**config.mk**
```make
export PLATFORM = sky130hd
export DESIGN_NAME = mapper_mem_responder
export DESIGN_NICKNAME = d
export VERILOG_FILES = /design/src/rtl/mapper_pkg.sv /design/src/rtl/mapper_resp_cache.sv /design/src/rtl/mapper_mem_responder.sv
export SDC_FILE = /design/constraint.sdc
export NUM_CORES = 1
export LEC_CHECK = 0
export CELL_PAD_IN_SITES_DETAIL_PLACEMENT = 1
export CELL_PAD_IN_SITES_GLOBAL_PLACEMENT = 2
export CORE_MARGIN = 2
export CORE_UTILIZATION = 26
export DETAILED_ROUTE_END_ITERATION = 6
export GPL_TIMING_DRIVEN = 0
export PLACE_DENSITY_LB_ADDON = 0.1
export RECOVER_POWER = 50
export SYNTH_ARGS = -nofsm -noshare
export SYNTH_HDL_FRONTEND = slang
export SYNTH_SLANG_ARGS = --single-unit
```
**constraint.sdc**
```tcl
create_clock -name i_clk -period 2.35 [get_ports i_clk]
set_input_delay 0.235 -clock i_clk [delete_from_list [all_inputs] [get_ports i_clk]]
set_output_delay 0.235 -clock i_clk [all_outputs]
set_load 0.02 [all_outputs]
```
**src/rtl/mapper_pkg.sv**
```systemverilog
// Shared types for the cartridge mapper memory responder.
// Holds the responder FSM encoding and the open-bus read value.
package mapper_pkg;

  typedef enum logic [2:0] {
    IDLE,
    SD_REQ,
    HIT,
    BR_RD,
    BR_WR,
    DONE
  } resp_state_t;

  localparam logic [7:0] RD_OPEN_BUS = 8'hFF;

  // Only the SDRAM wait and the BRAM read-capture cycle hold the CPU;
  // HIT and BR_WR already have their result, so they complete the access themselves.
  function automatic logic is_stall_state(input resp_state_t s);
    return (s == SD_REQ) || (s == BR_RD);
  endfunction

endpackage

```
**src/rtl/mapper_resp_cache.sv**
```systemverilog
// Single-entry last-read cache for ROM bytes: combinational lookup, registered fill/flush.
// Flush wins over a same-cycle fill; reset leaves the entry invalid.
module mapper_resp_cache
  import mapper_pkg::*;
#(
  parameter int ADDR_W = 27
) (
  input  logic              i_clk,
  input  logic              i_reset,
  input  logic              i_flush,
  input  logic              i_fill,
  input  logic [ADDR_W-1:0] i_fill_addr,
  input  logic [7:0]        i_fill_data,
  input  logic [ADDR_W-1:0] i_lookup_addr,
  output logic              o_hit,
  output logic [7:0]        o_data
);

  logic              r_valid;
  logic [ADDR_W-1:0] r_tag;
  logic [7:0]        r_data;

  always_ff @(posedge i_clk) begin
    if (i_reset) begin
      r_valid <= 1'b0;
      r_tag   <= '0;
      r_data  <= RD_OPEN_BUS;
    end else if (i_flush) begin
      r_valid <= 1'b0;
    end else if (i_fill) begin
      r_valid <= 1'b1;
      r_tag   <= i_fill_addr;
      r_data  <= i_fill_data;
    end
  end

  assign o_hit  = r_valid && (r_tag == i_lookup_addr);
  assign o_data = r_data;

endmodule

```
**src/rtl/mapper_mem_responder.sv**
```systemverilog
// Serves mapper-translated CPU accesses from SDRAM (ROM, 1-entry cache) or BRAM (save RAM).
// Stall is wait_n low from accept until the result is ready; SDRAM reads abort after TIMEOUT cycles.
module mapper_mem_responder
  import mapper_pkg::*;
#(
  parameter int ADDR_W  = 27,
  parameter int SRAM_AW = 17,
  parameter int TIMEOUT = 64
) (
  input  logic               i_clk,
  input  logic               i_reset,
  input  logic               i_req,
  input  logic [ADDR_W-1:0]  i_addr,
  input  logic               i_ram_cs,
  input  logic               i_sram_cs,
  input  logic               i_rnw,
  input  logic [7:0]         i_wr_data,
  output logic [7:0]         o_rd_data,
  output logic               o_wait_n,
  input  logic               i_cache_flush,
  input  logic               i_dirty_clr,
  output logic               o_sram_dirty,
  output logic               o_timeout_err,
  output logic               o_sdram_req,
  output logic [ADDR_W-1:0]  o_sdram_addr,
  input  logic               i_sdram_ack,
  input  logic [7:0]         i_sdram_dout,
  output logic [SRAM_AW-1:0] o_bram_addr,
  output logic               o_bram_we,
  output logic [7:0]         o_bram_din,
  input  logic [7:0]         i_bram_q
);

  localparam int CNT_W = (TIMEOUT > 1) ? $clog2(TIMEOUT) : 1;
  localparam logic [CNT_W-1:0] CNT_LAST = CNT_W'(TIMEOUT - 1);

  resp_state_t       r_state;
  logic [ADDR_W-1:0] r_addr;
  logic [7:0]        r_wdata;
  logic [7:0]        r_rd_data;
  logic [CNT_W-1:0]  r_cnt;
  logic              r_flush_pend;
  logic              r_sdram_req;
  logic              r_bram_we;
  logic              r_dirty;
  logic              r_timeout_err;

  logic              w_idle;
  logic              w_accept;
  logic              w_open_bus;
  logic              w_hit;
  logic              w_fill;
  logic [7:0]        w_cache_data;

  assign w_idle     = (r_state == IDLE);
  assign w_accept   = !i_reset && i_req && w_idle && (i_ram_cs || i_sram_cs);
  assign w_open_bus = !i_reset && i_req && w_idle && !(i_ram_cs || i_sram_cs);
  // A flush seen while the read was outstanding means this fill may be stale.
  assign w_fill     = (r_state == SD_REQ) && i_sdram_ack && !r_flush_pend;

  mapper_resp_cache #(
    .ADDR_W (ADDR_W)
  ) u_cache (
    .i_clk         (i_clk),
    .i_reset       (i_reset),
    .i_flush       (i_cache_flush),
    .i_fill        (w_fill),
    .i_fill_addr   (r_addr),
    .i_fill_data   (i_sdram_dout),
    .i_lookup_addr (i_addr),
    .o_hit         (w_hit),
    .o_data        (w_cache_data)
  );

  always_ff @(posedge i_clk) begin
    if (i_reset) begin
      r_state       <= IDLE;
      r_addr        <= '0;
      r_wdata       <= '0;
      r_rd_data     <= RD_OPEN_BUS;
      r_cnt         <= '0;
      r_flush_pend  <= 1'b0;
      r_sdram_req   <= 1'b0;
      r_bram_we     <= 1'b0;
      r_dirty       <= 1'b0;
      r_timeout_err <= 1'b0;
    end else begin
      r_bram_we     <= 1'b0;
      r_timeout_err <= 1'b0;
      if (i_cache_flush && (r_state == SD_REQ)) r_flush_pend <= 1'b1;
      if (r_state == BR_WR)  r_dirty <= 1'b1;
      else if (i_dirty_clr)  r_dirty <= 1'b0;

      case (r_state)
        IDLE: begin
          if (w_accept) begin
            r_addr       <= i_addr;
            r_wdata      <= i_wr_data;
            r_cnt        <= '0;
            r_flush_pend <= 1'b0;
            if (i_sram_cs) begin
              if (i_rnw) begin
                r_state <= BR_RD;
              end else begin
                r_state   <= BR_WR;
                r_bram_we <= 1'b1;
              end
            end else if (w_hit) begin
              r_state   <= HIT;
              r_rd_data <= w_cache_data;
            end else begin
              r_state     <= SD_REQ;
              r_sdram_req <= 1'b1;
            end
          end
        end
        SD_REQ: begin
          if (i_sdram_ack) begin
            r_rd_data   <= i_sdram_dout;
            r_sdram_req <= 1'b0;
            r_state     <= DONE;
          end else if (r_cnt == CNT_LAST) begin
            r_rd_data     <= RD_OPEN_BUS;
            r_timeout_err <= 1'b1;
            r_sdram_req   <= 1'b0;
            r_state       <= DONE;
          end else begin
            r_cnt <= r_cnt + 1'b1;
          end
        end
        BR_RD: begin
          r_rd_data <= i_bram_q;
          r_state   <= DONE;
        end
        HIT, BR_WR, DONE: r_state <= IDLE;
        default:          r_state <= IDLE;
      endcase
    end
  end

  assign o_wait_n      = !(w_accept || is_stall_state(r_state));
  assign o_rd_data     = w_open_bus ? RD_OPEN_BUS : r_rd_data;
  assign o_sram_dirty  = r_dirty;
  assign o_timeout_err = r_timeout_err;
  assign o_sdram_req   = r_sdram_req;
  assign o_sdram_addr  = r_addr;
  // The accept-cycle address goes straight to the BRAM so its data is ready in BR_RD.
  assign o_bram_addr   = w_idle ? i_addr[SRAM_AW-1:0] : r_addr[SRAM_AW-1:0];
  assign o_bram_we     = r_bram_we;
  assign o_bram_din    = r_wdata;

`ifndef SYNTHESIS
  a_req_only_in_idle: assert property (@(posedge i_clk) disable iff (i_reset) !(i_req && !w_idle));
`endif

endmodule
```
==> results of run 1 <==
-- worst reg2reg max path, cell delays in order (launching register included) --
cell and delay (ps):
dfxtp_1 320, xnor2_1 270, nand4_1 180, nor4_2 590, a31oi_2 410, mux2i_1 220
-- repair_timing --
| item | CTS | global route |
|---|---|---|
| hold endpoints to repair | 0 | 0 |
| endpoints found under the setup margin | 26 | 12 |
| setup buffers | 2 | 0 |
| resized for setup | 21 | 10 |
-- metal layers --
metal | GRT usage | wire length (µm) | vias up
met5 | 0 | 0 | -
met4 | 0.0676 | 327 | 0
met3 | 0.0336 | 539 | 16
met2 | 0.296 | 7010 | 84
met1 | 0.218 | 6900 | 1975
li1 | - | - | 2090
-- power by group --
group	total [mW]	internal, mW	switching, mW
combinational	0.779	0.336	0.444
clock	1.44	0.810	0.630
sequential	1.70	1.64	0.0573
-- per-stage QoR --
stage	hold WS [ps]	setup TNS [ps]
3_3_place_gp	446	-4800
6_report	451	0
4_1_cts	443	0
3_5_place_dp	459	-5950
5_1_grt	464	-6.34
2_1_floorplan	313	0
-- worst paths after layout --
check                    from              to
max                r_state[2]  o_bram_addr[3]
min              i_wr_data[2]   o_bram_din[2]
max reg2reg  u_cache.r_tag[6]    r_rd_data[4]
min reg2reg     o_bram_din[1]   o_bram_din[1]
-- registers in the layout, indices dropped and copies added, names as in the netlist --
signal / count
r_state: 3
r_rd_data: 8
r_flush_pend: 1
u_cache.o_data: 8
o_sdram_req: 1
u_cache.r_valid: 1
r_cnt: 6
u_cache.r_tag: 27
o_sram_dirty: 1
o_bram_din: 8
o_sdram_addr: 27
o_timeout_err: 1
o_bram_we: 1
-- final cells by class --
| class | count | area (µm²) |
|---|---|---|
| buffer | 33 | 196 |
| clock buffer | 9 | 225 |
| clock inverter | 6 | 55.1 |
| fill | 1921 | 9800 |
| inverter | 11 | 43.8 |
| multi-input combinational | 414 | 2130 |
| sequential | 93 | 1860 |
| tap | 216 | 270 |
| timing repair buffer | 126 | 1250 |
-- cells in the mapped netlist --
cell type  number  area, µm²
nand4_1         7       43.8
mux2i_1         9       90.1
nor4_2          2       25.0
and3_1          2       12.5
buf_2           6       30.0
nand2_1       198        743
inv_2           1       3.75
or2_1           1       6.26
a21oi_1        35        175
or4b_4          1       13.8
o21a_1          1       7.51
a31oi_2         1       12.5
a221oi_1        8       70.1
clkbuf_1       22       82.6
and2_1          1       6.26
nor3b_1         1       7.51
or3_1           1       6.26
nor4b_1         1       8.76
a211oi_1       11       82.6
nor2_2          1       6.26
nor2_1         25       93.8
xnor2_1        32        280
nand3_1        11       55.1
o31a_1          1       8.76
nand2b_1        9       56.3
nor2b_1         4       25.0
inv_1          10       37.5
o21ai_1         1       5.00
ha_1            1       12.5
o2111ai_2       1       15.0
o21ai_0        36        180
buf_6           6       67.6
nand3b_1        1       7.51
or2_2           1       6.26
a21boi_0        1       7.51
nor3_1          9       45.0
buf_1           1       3.75
dfxtp_1        93       1860
-- kinds of logic after synthesis --
| logic type | count (synthesis) | synth area share |
|---|---|---|
| adder cells (fa/ha/maj) | 1 | 0.00298 |
| buffers and inverters | 46 | 0.0536 |
| AO/OA/AOI/OAI | 96 | 0.134 |
| XOR/XNOR | 32 | 0.0667 |
| flip-flops | 93 | 0.443 |
| multiplexers | 9 | 0.0214 |
| AND/OR/NAND/NOR | 276 | 0.278 |
==> out/metrics.csv, run 1 <==
metric,value,unit
status,"complete, no violations",
Final Cycle Share,0.955,
drt drc,0,
worst slew pin tran,737,ps
clk_lat worst skew,340,ps
Finished Layout Cells,908,
Final ANT Viol Nets,0,
Min-Delay Path Depth,3,
Vias/cell,4.59,
Die X,131,µm
1st-pass router iterations,4,
"slowest stage delay, CP",610,ps
grt total ovfl,0,
final instance area,6030,µm²
Iter 0 DRT Violations,132,
Ant. Diodes,0,
Pwr per Cell Area,650,nW/µm²
endpoints failing setup,0,
Tot Pwr,3.92,mW
"commonest non-fill, non-tap cell in the layout",nand2_1,
final worst slack,105,ps
Starting Density,0.266,
FMAX,0.445,GHz
overall die area,17200,µm²
Area growth syn-to-layout,43.5,%
CTS Hold Buffers Added,0,
Max Root-Sink Buffers,2,
Via Count,4165,
routability cong.,0.791,
Post-DP HPWL,11.1,mm
share of cells above drive strength 1,0.0650,
Std-Cell Rows,46,
Final Critical Period,2250,ps
"critical path fanouts, max",6,
Worst EP arrival,2010,ps
Register-to-Register Path Depth,5,
Final Skew,9.39,ps
vias in the first global route,4385,
worst hold path type,in -> reg,
"Clk pin slew, worst setup/hold paths",70,ps
input/output buffers,124,
Seq cells post-synth,93,
die height,131,µm
final hold violations,0,
fin nets,749,
flop2flop setup slack,210,ps
Post-DP Area,5710,µm²
wire per inst,16.3,µm
Buf/Inv on CP,3,
Mapped Cells,553,
Crit. End Element,primary output,
Num CTS Buffers,9,
pin count of the biggest net entering global routing,21,
root buf cell,clkbuf_16,
slowest CP cell,clkdlybuf4s50_1,
Ys Warns,0,
final core occ,0.381,
leakage power,2.36,nW
top cell family by delay on the critical path,buffers and inverters,
Setup CP Type,reg -> out,
WP depth,6,
dpl ws,-605,ps
Post-Route WL,14.8,mm
critical-path cell list,nor3_2 -> buf_4 -> buf_4 -> nand2_1 -> nand2_1 -> clkdlybuf4s50_1,
maximum vdd drop,0.416,mV
gr usage total,0.174,
Synth cell types,38,
first-pass GRT wire length,23.5,mm
max-cap violation count,0,
most frequent cells in the layout,"nand2_1, dfxtp_1, clkdlybuf4s50_1, dlygate4sd3_1, o21ai_0",
Sink Count,93,
"Avg Cell Area, Syn",7.60,µm²
Inst Count DP,893,
CP required,2120,ps
Core ar.,15800,µm²
"Net Count, Synth",614,
antenna violations before repair,0,
CTS tree,yes,
sequential fraction of the synthesis area,0.443,
max-slew violation count,0,
Critical Path Start Type,flip-flop,
slew margin rel.,0.503,
H-tree Lvls,3,
IO Count,125,
mapped cell area,4200,µm²
Note: power is estimated with default switching activity, not from simulation.
==> run 2: changes to the inputs <==
- CORE_MARGIN: 2 -> 4
==> out/metrics.csv, run 2 (synthesis gave the netlist of run 1 again) <==
metric,value,unit,change
Final ANT Viol Nets,0,,unchanged
Sink Count,93,,unchanged
status,"complete, no violations",,
final hold violations,0,,unchanged
input/output buffers,124,,unchanged
"critical path fanouts, max",10,,+4
gr usage total,0.162,,-0.0116
drt drc,0,,unchanged
Area growth syn-to-layout,44.2,%,
Die X,135,µm,+3.1%
Post-DP Area,5710,µm²,unchanged
register share of total power,0.431,,-0.003
Setup CP Type,reg -> out,,
max-slew violation count,0,,unchanged
Comb pwr share,0.197,,-0.002
final core occ,0.382,,+0.000509
overall die area,18300,µm²,+6.2%
Core ar.,15900,µm²,+0.36%
final worst slack,82.1,ps,-22.7 ps
unrepaired setup endpoints after global routing,true,,
Ant. Diodes,0,,unchanged
die height,135,µm,+3.1%
slew margin rel.,0.497,,-0.00653
CTS tree,yes,,
Worst EP arrival,2030,ps,+20 ps
worst hold path type,in -> reg,,
H-tree Lvls,3,,unchanged
clk_lat worst skew,350,ps,about the same
Crit. End Element,primary output,,
fin nets,749,,unchanged
Final Skew,9.75,ps,+0.353 ps
share of cells above drive strength 1,0.0620,,-0.00298
Max Root-Sink Buffers,2,,unchanged
Final Critical Period,2270,ps,+22.7 ps
pin count of the biggest net entering global routing,15,,-29%
worst slew pin tran,752,ps,+14.8 ps
vias in the first global route,4271,,-2.6%
internal cell power,2.83,mW,+1.5%
leakage power,2.33,nW,-1.5%
fillcell total,1959,,+2.0%
flop2flop setup slack,150,ps,-60 ps
maximum vdd drop,0.316,mV,-24%
setup bufs post-CTS,0,,-2
most frequent cells in the layout,"nand2_1, dfxtp_1, clkdlybuf4s50_1, dlygate4sd3_1, o21ai_0",,
Post-Route WL,14.7,mm,-0.66%
CTS Hold Buffers Added,0,,unchanged
Pwr per Cell Area,651,nW/µm²,+0.10%
Critical Path Start Type,flip-flop,,
grt total ovfl,0,,unchanged
FMAX,0.441,GHz,-1.0%
post-route setup TNS,0,ps,unchanged
Starting Density,0.265,,-0.000962
1st-pass router iterations,4,,unchanged
Post-DP HPWL,11.2,mm,+0.92%
CP required,2120,ps,about the same
first-pass GRT wire length,23.3,mm,-1.1%
Final Cycle Share,0.965,,+0.00964
routability cong.,0.788,,-0.30%
switching power,1.11,mW,-1.6%
IO Count,125,,unchanged
Num CTS Buffers,9,,unchanged
"commonest non-fill, non-tap cell in the layout",nand2_1,,
Via Count,4150,,-0.36%
Iter 0 DRT Violations,136,,+3.0%
wire per inst,16.2,µm,-0.77%
max-cap violation count,0,,unchanged
Sw Ratio,0.282,,-0.00632
dpl ws,-579,ps,+26.5 ps
Std-Cell Rows,46,,unchanged
root buf cell,clkbuf_16,,
clock share of power,0.372,,+0.005
endpoints failing setup,0,,unchanged
final instance area,6060,µm²,+0.50%
antenna violations before repair,0,,unchanged
multi-input logic area,2130,µm²,+0.12%
Sequential Area,1860,µm²,unchanged
"Clk pin slew, worst setup/hold paths",70,ps,about the same
Vias/cell,4.57,,-0.47%
[run 2: cell types whose count changed in the layout (fill, tap and decap cells not counted), moves of 2 or more]
cell,delta
clkbuf_1,+2
clkdlybuf4s50_1,-4
clkinv_2,-3
dlymetal6s2s_1,+4
[run 2: stage by stage]
step / cells / power [mW] / hold slack, ps
global placement: 893 / 2.54 / 447
detailed placement: 893 / 2.55 / 454
global route: 909 / 4.15 / 451
floorplan: 553 / 2.11 / 313
finish: 909 / 3.94 / 452
CTS: 909 / 4.02 / 439
[run 2: worst paths after layout]
path                                    start                end  depth (start not counted)
worst max-delay path               r_state[2]    o_bram_addr[16]                          5
worst min-delay path             i_wr_data[1]      o_bram_din[1]                          3
worst max register to register     r_state[2]  u_cache.r_tag[22]                          6
worst min register to register  o_bram_din[2]      o_bram_din[2]                          2
[run 2: critical path: stages, from the launching register on]
cell	delay (ps)
dfxtp_1	360
or3_1	420
buf_4	220
nand2_1	90
nand2_1	50
clkdlybuf4s50_1	540
[run 2: layout make-up]
cell class	instances	area share
Buffer	35	0.0349
Multi-Input combinational cell	414	0.352
Timing Repair Buffer	124	0.206
Clock buffer	12	0.0407
Inverter	11	0.00722
Tap cell	216	0.0446
Sequential cell	93	0.307
Clock inverter	4	0.00784
[run 2: routing by layer]
layer / track usage / vias up / part of all wire
met1: 0.215 / 1946 / 0.46
met3: 0.0397 / 17 / 0.049
li1: - / 2090 / -
met5: 0 / - / 0
met2: 0.266 / 97 / 0.47
met4: 0.0420 / 0 / 0.012
[run 2: what timing repair did]
action	4_1_cts	5_1_grt
pin swaps	0	0
gates resized for setup	25	14
endpoints found under the setup margin	26	29
[run 2: power groups by stage]
stage / registers [mW] / logic [mW] / clock network (mW)
3_5_place_dp: 1.74 / 0.811 / 0
2_1_floorplan: 1.79 / 0.323 / 0
4_1_cts: 1.70 / 0.807 / 1.51
3_3_place_gp: 1.74 / 0.801 / 0
6_report: 1.70 / 0.777 / 1.47
5_1_grt: 1.71 / 0.849 / 1.59
==> run 3: changes to the inputs <==
- TNS_END_PERCENT: default -> 100
==> results of run 3 <==
Final layout, timing and power as in run 2 (identical DEF).
